--- config.mk ---
export PLATFORM = sky130hd
export DESIGN_NAME = count_bcd_display_flat
export DESIGN_NICKNAME = d
export VERILOG_FILES = /design/src/rtl/count_bcd_display_if.sv /design/src/rtl/count_bcd_display.sv /design/src/flat_wrapper.sv
export SDC_FILE = /design/constraint.sdc
export NUM_CORES = 1
export LEC_CHECK = 0
export ABC_AREA = 1
export CAP_MARGIN = 20
export CORE_ASPECT_RATIO = 1.4
export CORE_MARGIN = 2
export CORE_UTILIZATION = 50
export DETAILED_ROUTE_END_ITERATION = 10
export HOLD_SLACK_MARGIN = 0.12
export PLACE_DENSITY = 0.76
export SETUP_SLACK_MARGIN = 0.05
export SLEW_MARGIN = 20
export SYNTH_ARGS = -nofsm -noshare
export SYNTH_HDL_FRONTEND = slang
export SYNTH_SLANG_ARGS = --single-unit
--- constraint.sdc ---
create_clock -name clk -period 1.96 [get_ports clk]
set_input_delay 0.294 -clock clk [delete_from_list [all_inputs] [get_ports clk]]
set_output_delay 0.294 -clock clk [all_outputs]
set_load 0.005 [all_outputs]
--- src/rtl/count_bcd_display_if.sv ---
// Bundles the counter input and the BCD/display outputs of count_bcd_display.
interface count_bcd_display_if #(
  parameter int unsigned N = 6
);
  logic [N-1:0] count_in;
  logic [3:0]   tens;
  logic [3:0]   units;
  logic         bcd_valid;
  logic         busy;
  logic         wrap_tick;
  logic [6:0]   seg;
  logic [1:0]   an;

  // Upstream counter / checker side.
  modport master (
    output count_in,
    input  tens, units, bcd_valid, busy, wrap_tick, seg, an
  );

  // Display stage side.
  modport slave (
    input  count_in,
    output tens, units, bcd_valid, busy, wrap_tick, seg, an
  );
endinterface

--- src/rtl/count_bcd_display.sv ---
// Display stage for the modulo-55 event counter: sequential shift-add-3 binary-to-BCD
// conversion, wrap detection and a two-digit multiplexed seven-segment driver.
module count_bcd_display #(
  parameter int unsigned N            = 6,
  parameter int unsigned WRAP         = 54,
  parameter int unsigned DIGIT_CYCLES = 4
) (
  input  logic                   clk,
  input  logic                   rst,
  count_bcd_display_if.slave     io_bus
);

  localparam int unsigned CntW = $clog2(N + 1);
  localparam int unsigned RefW = (DIGIT_CYCLES > 1) ? $clog2(DIGIT_CYCLES) : 1;

  localparam logic [N-1:0]    WrapVal = N'(WRAP);
  localparam logic [CntW-1:0] CntInit = CntW'(N);
  localparam logic [RefW-1:0] RefLast = RefW'(DIGIT_CYCLES - 1);

  localparam logic [0:0] StIdle    = 1'b0;
  localparam logic [0:0] StConvert = 1'b1;

  logic [0:0]      r_state;
  logic [N-1:0]    r_last;
  logic [N-1:0]    r_prev;
  logic [N-1:0]    r_sh;
  logic [7:0]      r_acc;
  logic [CntW-1:0] r_cnt;
  logic [3:0]      r_tens;
  logic [3:0]      r_units;
  logic            r_bcd_valid;
  logic            r_wrap_tick;
  logic [RefW-1:0] r_ref;
  logic [1:0]      r_an;
  logic [6:0]      r_seg;

  logic [7:0]      w_acc_adj;
  logic [7:0]      w_acc_shift;
  logic [N-1:0]    w_sh_shift;
  logic            w_ref_term;
  logic [1:0]      w_an_next;
  logic [3:0]      w_digit;
  logic            w_blank;
  logic [6:0]      w_seg_dec;
  logic [6:0]      w_seg_next;

  // Add-3 correction on each BCD nibble, then one left shift of {acc, sh}.
  always_comb begin
    w_acc_adj[3:0] = (r_acc[3:0] >= 4'd5) ? r_acc[3:0] + 4'd3 : r_acc[3:0];
    w_acc_adj[7:4] = (r_acc[7:4] >= 4'd5) ? r_acc[7:4] + 4'd3 : r_acc[7:4];
    w_acc_shift    = {w_acc_adj[6:0], r_sh[N-1]};
    w_sh_shift     = r_sh << 1;
  end

  // Conversion FSM: sample a changed count in IDLE, shift N times in CONVERT.
  always_ff @(posedge clk or posedge rst) begin
    if (rst) begin
      r_state     <= StIdle;
      r_last      <= '0;
      r_sh        <= '0;
      r_acc       <= '0;
      r_cnt       <= '0;
      r_tens      <= '0;
      r_units     <= '0;
      r_bcd_valid <= 1'b0;
    end else begin
      r_bcd_valid <= 1'b0;
      case (r_state)
        StIdle: begin
          if (io_bus.count_in != r_last) begin
            r_sh    <= io_bus.count_in;
            r_last  <= io_bus.count_in;
            r_acc   <= '0;
            r_cnt   <= CntInit;
            r_state <= StConvert;
          end
        end
        StConvert: begin
          r_acc <= w_acc_shift;
          r_sh  <= w_sh_shift;
          r_cnt <= r_cnt - CntW'(1);
          // Last shift step: publish the finished digits.
          if (r_cnt == CntW'(1)) begin
            r_tens      <= w_acc_shift[7:4];
            r_units     <= w_acc_shift[3:0];
            r_bcd_valid <= 1'b1;
            r_state     <= StIdle;
          end
        end
        default: r_state <= StIdle;
      endcase
    end
  end

  // Wrap detection runs every cycle regardless of conversion state.
  always_ff @(posedge clk or posedge rst) begin
    if (rst) begin
      r_prev      <= '0;
      r_wrap_tick <= 1'b0;
    end else begin
      r_prev      <= io_bus.count_in;
      r_wrap_tick <= (r_prev == WrapVal) && (io_bus.count_in == '0);
    end
  end

  // Digit select and segment decode for the value the mux will show next cycle.
  always_comb begin
    w_ref_term = (r_ref == RefLast);
    w_an_next  = w_ref_term ? {r_an[0], r_an[1]} : r_an;
    w_digit    = w_an_next[0] ? r_units : r_tens;
    w_blank    = w_an_next[1] && (r_tens == 4'd0);
    case (w_digit)
      4'd0:    w_seg_dec = 7'h3F;
      4'd1:    w_seg_dec = 7'h06;
      4'd2:    w_seg_dec = 7'h5B;
      4'd3:    w_seg_dec = 7'h4F;
      4'd4:    w_seg_dec = 7'h66;
      4'd5:    w_seg_dec = 7'h6D;
      4'd6:    w_seg_dec = 7'h7D;
      4'd7:    w_seg_dec = 7'h07;
      4'd8:    w_seg_dec = 7'h7F;
      4'd9:    w_seg_dec = 7'h6F;
      default: w_seg_dec = 7'h00;
    endcase
    w_seg_next = w_blank ? 7'h00 : w_seg_dec;
  end

  // Refresh counter, digit select and registered segment drive.
  always_ff @(posedge clk or posedge rst) begin
    if (rst) begin
      r_ref <= '0;
      r_an  <= 2'b01;
      r_seg <= 7'h3F;
    end else begin
      r_ref <= w_ref_term ? '0 : r_ref + RefW'(1);
      r_an  <= w_an_next;
      r_seg <= w_seg_next;
    end
  end

  assign io_bus.tens      = r_tens;
  assign io_bus.units     = r_units;
  assign io_bus.bcd_valid = r_bcd_valid;
  assign io_bus.busy      = (r_state == StConvert);
  assign io_bus.wrap_tick = r_wrap_tick;
  assign io_bus.seg       = r_seg;
  assign io_bus.an        = r_an;

endmodule
--- src/flat_wrapper.sv ---
// flat-port wrapper written by rule: the top's interface ports become plain ports
module count_bcd_display_flat 
#(
  parameter int unsigned N            = 6,
  parameter int unsigned WRAP         = 54,
  parameter int unsigned DIGIT_CYCLES = 4
)
  (clk, rst, io_bus_count_in, io_bus_tens, io_bus_units, io_bus_bcd_valid, io_bus_busy, io_bus_wrap_tick, io_bus_seg, io_bus_an);
  count_bcd_display_if #(.N(N)) io_bus_i ();
  input  logic clk;
  input  logic rst;
  input wire logic [$bits(io_bus_i.count_in)-1:0] io_bus_count_in;
  output wire logic [$bits(io_bus_i.tens)-1:0] io_bus_tens;
  output wire logic [$bits(io_bus_i.units)-1:0] io_bus_units;
  output wire logic [$bits(io_bus_i.bcd_valid)-1:0] io_bus_bcd_valid;
  output wire logic [$bits(io_bus_i.busy)-1:0] io_bus_busy;
  output wire logic [$bits(io_bus_i.wrap_tick)-1:0] io_bus_wrap_tick;
  output wire logic [$bits(io_bus_i.seg)-1:0] io_bus_seg;
  output wire logic [$bits(io_bus_i.an)-1:0] io_bus_an;
  assign io_bus_i.count_in = io_bus_count_in;
  assign io_bus_tens = io_bus_i.tens;
  assign io_bus_units = io_bus_i.units;
  assign io_bus_bcd_valid = io_bus_i.bcd_valid;
  assign io_bus_busy = io_bus_i.busy;
  assign io_bus_wrap_tick = io_bus_i.wrap_tick;
  assign io_bus_seg = io_bus_i.seg;
  assign io_bus_an = io_bus_i.an;
  count_bcd_display #(.N(N), .WRAP(WRAP), .DIGIT_CYCLES(DIGIT_CYCLES)) u_core (.clk(clk), .rst(rst), .io_bus(io_bus_i));
endmodule
Yosys cells after proc, flatten, opt, wreduce, memory -nomap -nowiden:

Memories as Yosys holds them, arrays and structs flattened.
Index checks and enable logic that the tools add are counted.

* multiplexer cells: 17
* $lt $le $gt $ge: 2
* bitwise logic cells: 1
* eq/ne operators: 5
* reductions and logical operators: 6
* $add $sub $neg: 4

Operators with widths (count)
* $pmux 8 s2: 1
* $pmux 6 s2: 1
* $ge 4x3->1 const B: 2
* $mux 4: 2
* $mux 8: 1
* $mux 7: 1
* $eq 6x6->1 const B: 1
* $logic_not 6->1: 1
* $mux 3: 2
* $mux 6: 1
* $ne 6x6->1: 1
* $pmux 3 s2: 1
* $add 4x2->4 const B: 1
* $logic_not 4->1: 1
* $mux 1: 4
* $mux 2: 2
* $reduce_and 2->1: 2
* $add 3x2->3 const B: 1
* $eq 3x1->1 const B: 1
* $sub 3x1->3 const B: 1
* $add 2x1->2 const B: 1
* $eq 2x2->1 const B: 1
* $logic_and 1x1->1: 2
* $ne 2x1->1 const B: 1
* 2 further kinds: 2

* register bits after elaboration: 51
* output and inout port bits: 20
* memories kept: 1
* bits in read-only memories: 112
* bits of input ports: 8

Memory list
* (no name shown): depth 16, bits a word 7, rd ports 1, clocked after memory_dff 0, write ports 0, RTL line count_bcd_display.sv:112 `case (w_digit)`

Depth between registers and ports, before layout:

An unclocked memory read counts as a cell.

* depth in word-level cells: 5
* mapped depth: 13
* mapped depth without buffers: 13

Worst setup path before layout:

Ideal clock, no wire load.

* kind: register -> register
* start point: register u_core.r_ref[0]
* end point: register u_core.r_seg[3] (netlist: u_core.io_bus.seg[3])
* data arrival time: 1565 ps
* data required time: 1893 ps
* path buffers: 0
* setup time: 67 ps
* slack: 328 ps
* cell stages (with the launch flop): 12
* path through: dfrtp_1 > ha_1 > inv_2 > nand2_4 > nand2_4 > nand2_1 > nand2_2 > inv_1 > ha_1 > nor2_1 > nor2_1 > nor2_1

* cells in the longest elaborated chain, start to end: 5
* elaborated cells between the ends (all ways): 6

Ends and longest elaborated chain
* from (decl): RTL line count_bcd_display.sv:33 `logic [RefW-1:0] r_ref;`
* from (signal assigned): RTL line count_bcd_display.sv:135 `r_ref <= w_ref_term ? '0 : r_ref + RefW'(1);`
* $eq 2x2->1: RTL line count_bcd_display.sv:108 `w_ref_term = (r_ref == RefLast);`
* $mux 2: RTL line count_bcd_display.sv:109 `w_an_next = w_ref_term ? {r_an[0], r_an[1]} : r_an;`
* via u_core.w_an_next[0]: RTL line count_bcd_display.sv:41 `logic [1:0] w_an_next;`
* $mux 4: RTL line count_bcd_display.sv:110 `w_digit = w_an_next[0] ? r_units : r_tens;`
* $mem_v2 16x7
* $mux 7: RTL line count_bcd_display.sv:125 `w_seg_next = w_blank ? 7'h00 : w_seg_dec;`
* via u_core.w_seg_next[3]: RTL line count_bcd_display.sv:45 `logic [6:0] w_seg_next;`
* to (signal assigned): RTL line count_bcd_display.sv:137 `r_seg <= w_seg_next;`
* to (decl): RTL line count_bcd_display.sv:35 `logic [6:0] r_seg;`

The timed path passes the listed nets, and every way through them passes these cells.
A chain may end at the register's enable or synchronous reset.

Final worst setup path:

* start point: register u_core.r_ref[0]
* end point: register u_core.r_seg[3] (netlist: u_core.io_bus.seg[3])

* cells in the longest elaborated chain, start to end: 5
* elaborated cells between the ends (all ways): 6

Ends and longest elaborated chain (RTL line)
* $eq 2x2->1 (*): count_bcd_display.sv:108
* $mux 2 (*): count_bcd_display.sv:109
* $mux 4: count_bcd_display.sv:110
* $mem_v2 16x7
* $mux 7 (*): count_bcd_display.sv:125
* via u_core.w_seg_next[3]: count_bcd_display.sv:45

The timed path passes the listed nets; every way through them passes the cells marked *.

==> results_dict.tcl <==
set metrics [dict create \
    clock_latency_ns 0.31 \
    switching_share_pct 39.5 \
    pwr-share-clk_pct 15.0 \
    synth_fa_ha_area_share_pct 5.73 \
    wirelength_mm 4.89 \
    fin_nets 364 \
    cts.sinks 51 \
    hold_path.class "primary input to asynchronous set/reset pin" \
    synthArstFlopShare_pct 100 \
    hold_viol 0 \
    period_share_pct 88.9 \
    outcome "finished, final reports clean" \
    use_met3_pct 3.37 \
    cp_max_fo 6 \
    core_um2 5120 \
    tightest_slew_ns 0.366 \
    p_switching_mw 1.74 \
    synth.mux.area_fraction_pct 1.15 \
    hold_buffers 0 \
    die_area_um2 5850 \
    rsz0062_at_grt "false" \
    power_frac_seq_pct 40.0 \
    hold_ws_ns 0.329 \
    diodes 0 \
    synth-xor-area-share_pct 1.67 \
    first_pass_iters 4 \
    maxSlewHeadroom_pct 75.6 \
    synth_top_family_by_area "simple AND/OR/NAND/NOR gates" \
    drt_iter0_markers 113 \
    setup_violations 0 \
    netlist_area_um2 2620 \
    cp.arrival_ns 1.99 \
    grt_pass1_wl_mm 8.63 \
    seq_area_frac_synth_pct 49.0 \
    yosysTopAreaCellShare_pct 42.0 \
    pwr-share-comb_pct 45.0 \
    dp_hpwl_mm 3.58 \
    worst-r2r-setup-slack_ns 0.22 \
    fin_crit_ns 1.74 \
    port_buffers 27 \
    wl_per_cell_um 11.9 \
    syn_avg_cell_area_um2 8.35 \
    max_freq_mhz 574 \
    cts_buffer_depth 2 \
    num_rows 31 \
    cts_made_buffers 5 \
    syn_nets 334 \
    num-fill-cells 490 \
    tns_ns 0 \
    maxSlewViolCount 0 \
    grt_max_degree 52 \
    cts_root_buf "clkbuf_8" \
    vias 2091 \
    initial_core_util_pct 51.2 \
    synth_top_flop_cell "dfrtp_1" \
    leakage_nw 1.59 \
    critical_path_class "register to register" \
    die_h_um 89.7 \
    grtUsageMet2_pct 39.1 \
    ant_nets 0 \
    area_growth_pct 17.7 \
    yosysUniqueCellTypes 28 \
    critPathRequiredTime_ns 2.21 \
    yosys-top-cells-area "dfrtp_1 42%, nand2_1 14%, dfstp_2 7.0%, ha_1 5.7%, inv_1 5.4%" \
    end_kind "register" \
    antenna_found_initial 0 \
    synth_simple_gate_area_share_pct 30.0 \
    top_usage_layer "met2" \
    htreeDepth 2 \
    synth-edff-count 0 \
    clk_pin_slew_ns 0.09 \
    drc 0 \
    r2r_cells 9 \
    ys_seq_elements 51 \
    post_cts_buffers 0 \
    fp.dieW_um 65.2 \
    internal_power_mw 2.67 \
    power.density_nw_per_um2 1430 \
    skew_ns 0.00704 \
    synth_top_area_cell "dfrtp_1" \
    synth-compound-area-share_pct 4.58 \
    ys_warn_count 0 \
    io-pin-count 28 \
    cts_tree "built" \
    grt_overflow 0 \
    grt_pass1_vias 2022 \
    synth_most_common_cell "nand2_1" \
    maxCapViolations 0 \
    routabilityCongestion 0.756 \
    synth_cells 314 \
    final_layout_size_suffix_gt1_share_pct 12.5 \
    grt_use_total_pct 19.4 \
    grt_use_met1_pct 18.7 \
    ir_drop_uv 848 \
    cp-start-kind "register" \
    synth_common_cells "98 x nand2_1, 44 x dfrtp_1, 38 x inv_1, 23 x nor2_1, 18 x nand4_1" \
    via_per_inst 5.09 \
]
## metrics by stage
step	setup WS, ns	util [%]	cells	power (mW)	instance area [um2]
2_1_floorplan	0.328	-	314	3.11	2620
3_3_place_gp	0.189	58.1	403	3.71	2970
3_5_place_dp	0.157	58.1	403	3.77	2970
4_1_cts	0.133	60.0	411	4.46	3070
5_1_grt	0.0545	60.3	411	4.83	3090
6_report	0.217	60.3	411	4.41	3090
## registers in the layout, indices dropped and copies added, names as in the netlist, 2 cells and up
name,flops
u_core.r_acc,8
u_core.io_bus.seg,7
u_core.r_last,6
u_core.r_prev,6
u_core.r_sh,6
u_core.io_bus.tens,4
u_core.io_bus.units,4
u_core.r_cnt,3
u_core.io_bus.an,2
u_core.r_ref,2
## final timing paths
kind / end / from
max: u_core.io_bus.seg[3] / u_core.r_ref[0]
min: u_core.r_ref[0] / rst
max reg2reg: u_core.io_bus.seg[3] / u_core.r_ref[0]
min reg2reg: u_core.r_ref[0] / u_core.r_ref[0]
max in group asynchronous: u_core.io_bus.seg[1] / rst
min in group clk: u_core.r_ref[0] / u_core.r_ref[0]
## routing by layer
layer	share of wire, %	up-vias
li1	-	1045
met1	38	1000
met2	56	37
met3	3.2	9
met4	2.4	0
met5	0	-
## kinds of logic after synthesis
logic type               after synthesis
AND/OR/NAND/NOR                      170
buffers and inverters                 51
flip-flops                            51
AO/OA/AOI/OAI                         22
adder cells (fa/ha/maj)               12
XOR/XNOR                               5
multiplexers                           3
## power by group through the flow
stage | Clock (mW) | Sequential (mW) | Combinational, mW
floorplan | 0 | 1.72 | 1.38
global placement | 0 | 1.77 | 1.93
detailed placement | 0 | 1.78 | 1.99
CTS | 0.688 | 1.77 | 2.00
global route | 0.724 | 1.81 | 2.29
finish | 0.663 | 1.77 | 1.99
## what timing repair did
item / CTS / global route
setup endpoints to repair: 0 / 4
hold endpoints to repair: 0 / 0
resized for setup: 0 / 4
## cell usage in the layout (no fill, tap or decap), types with 2 or more instances in the layout
master	Yosys	layout
o21ai_0	17	17
nand3_1	11	11
inv_1	38	37
inv_2	5	6
nand2_1	98	97
nand4_1	18	18
nand2_2	7	7
o211ai_1	2	2
dfstp_2	7	7
nor2_1	23	22
clkdlybuf4s50_1	0	27
xor2_1	4	4
clkbuf_8	0	7
mux2i_1	3	3
nor2_4	2	2
nor3_1	2	2
ha_1	12	11
dfrtp_1	44	44
nand2_4	4	5
nand3b_1	2	2
buf_4	2	3
## cell type report
type                       count  area (um2)  share of cell area, %
clock buffer                   8         100                   3.24
timing repair buffer          31         313                   10.1
sequential                    51        1280                   41.6
inverter                      43         161                   5.23
tap                           66        82.6                   2.68
multi-input combinational    212        1140                   37.1
## worst max-delay path, stage by stage (launching register included)
cell and delay (ns):
dfrtp_1 0.39, ha_2 0.22, nand2_2 0.15, nand3_1 0.16, nand2_4 0.14, inv_1 0.07, ha_1 0.29, nor2_2 0.12
nor2_1 0.05, nor2_1 0.09
No activity file was read; power rests on OpenSTA's default activity.
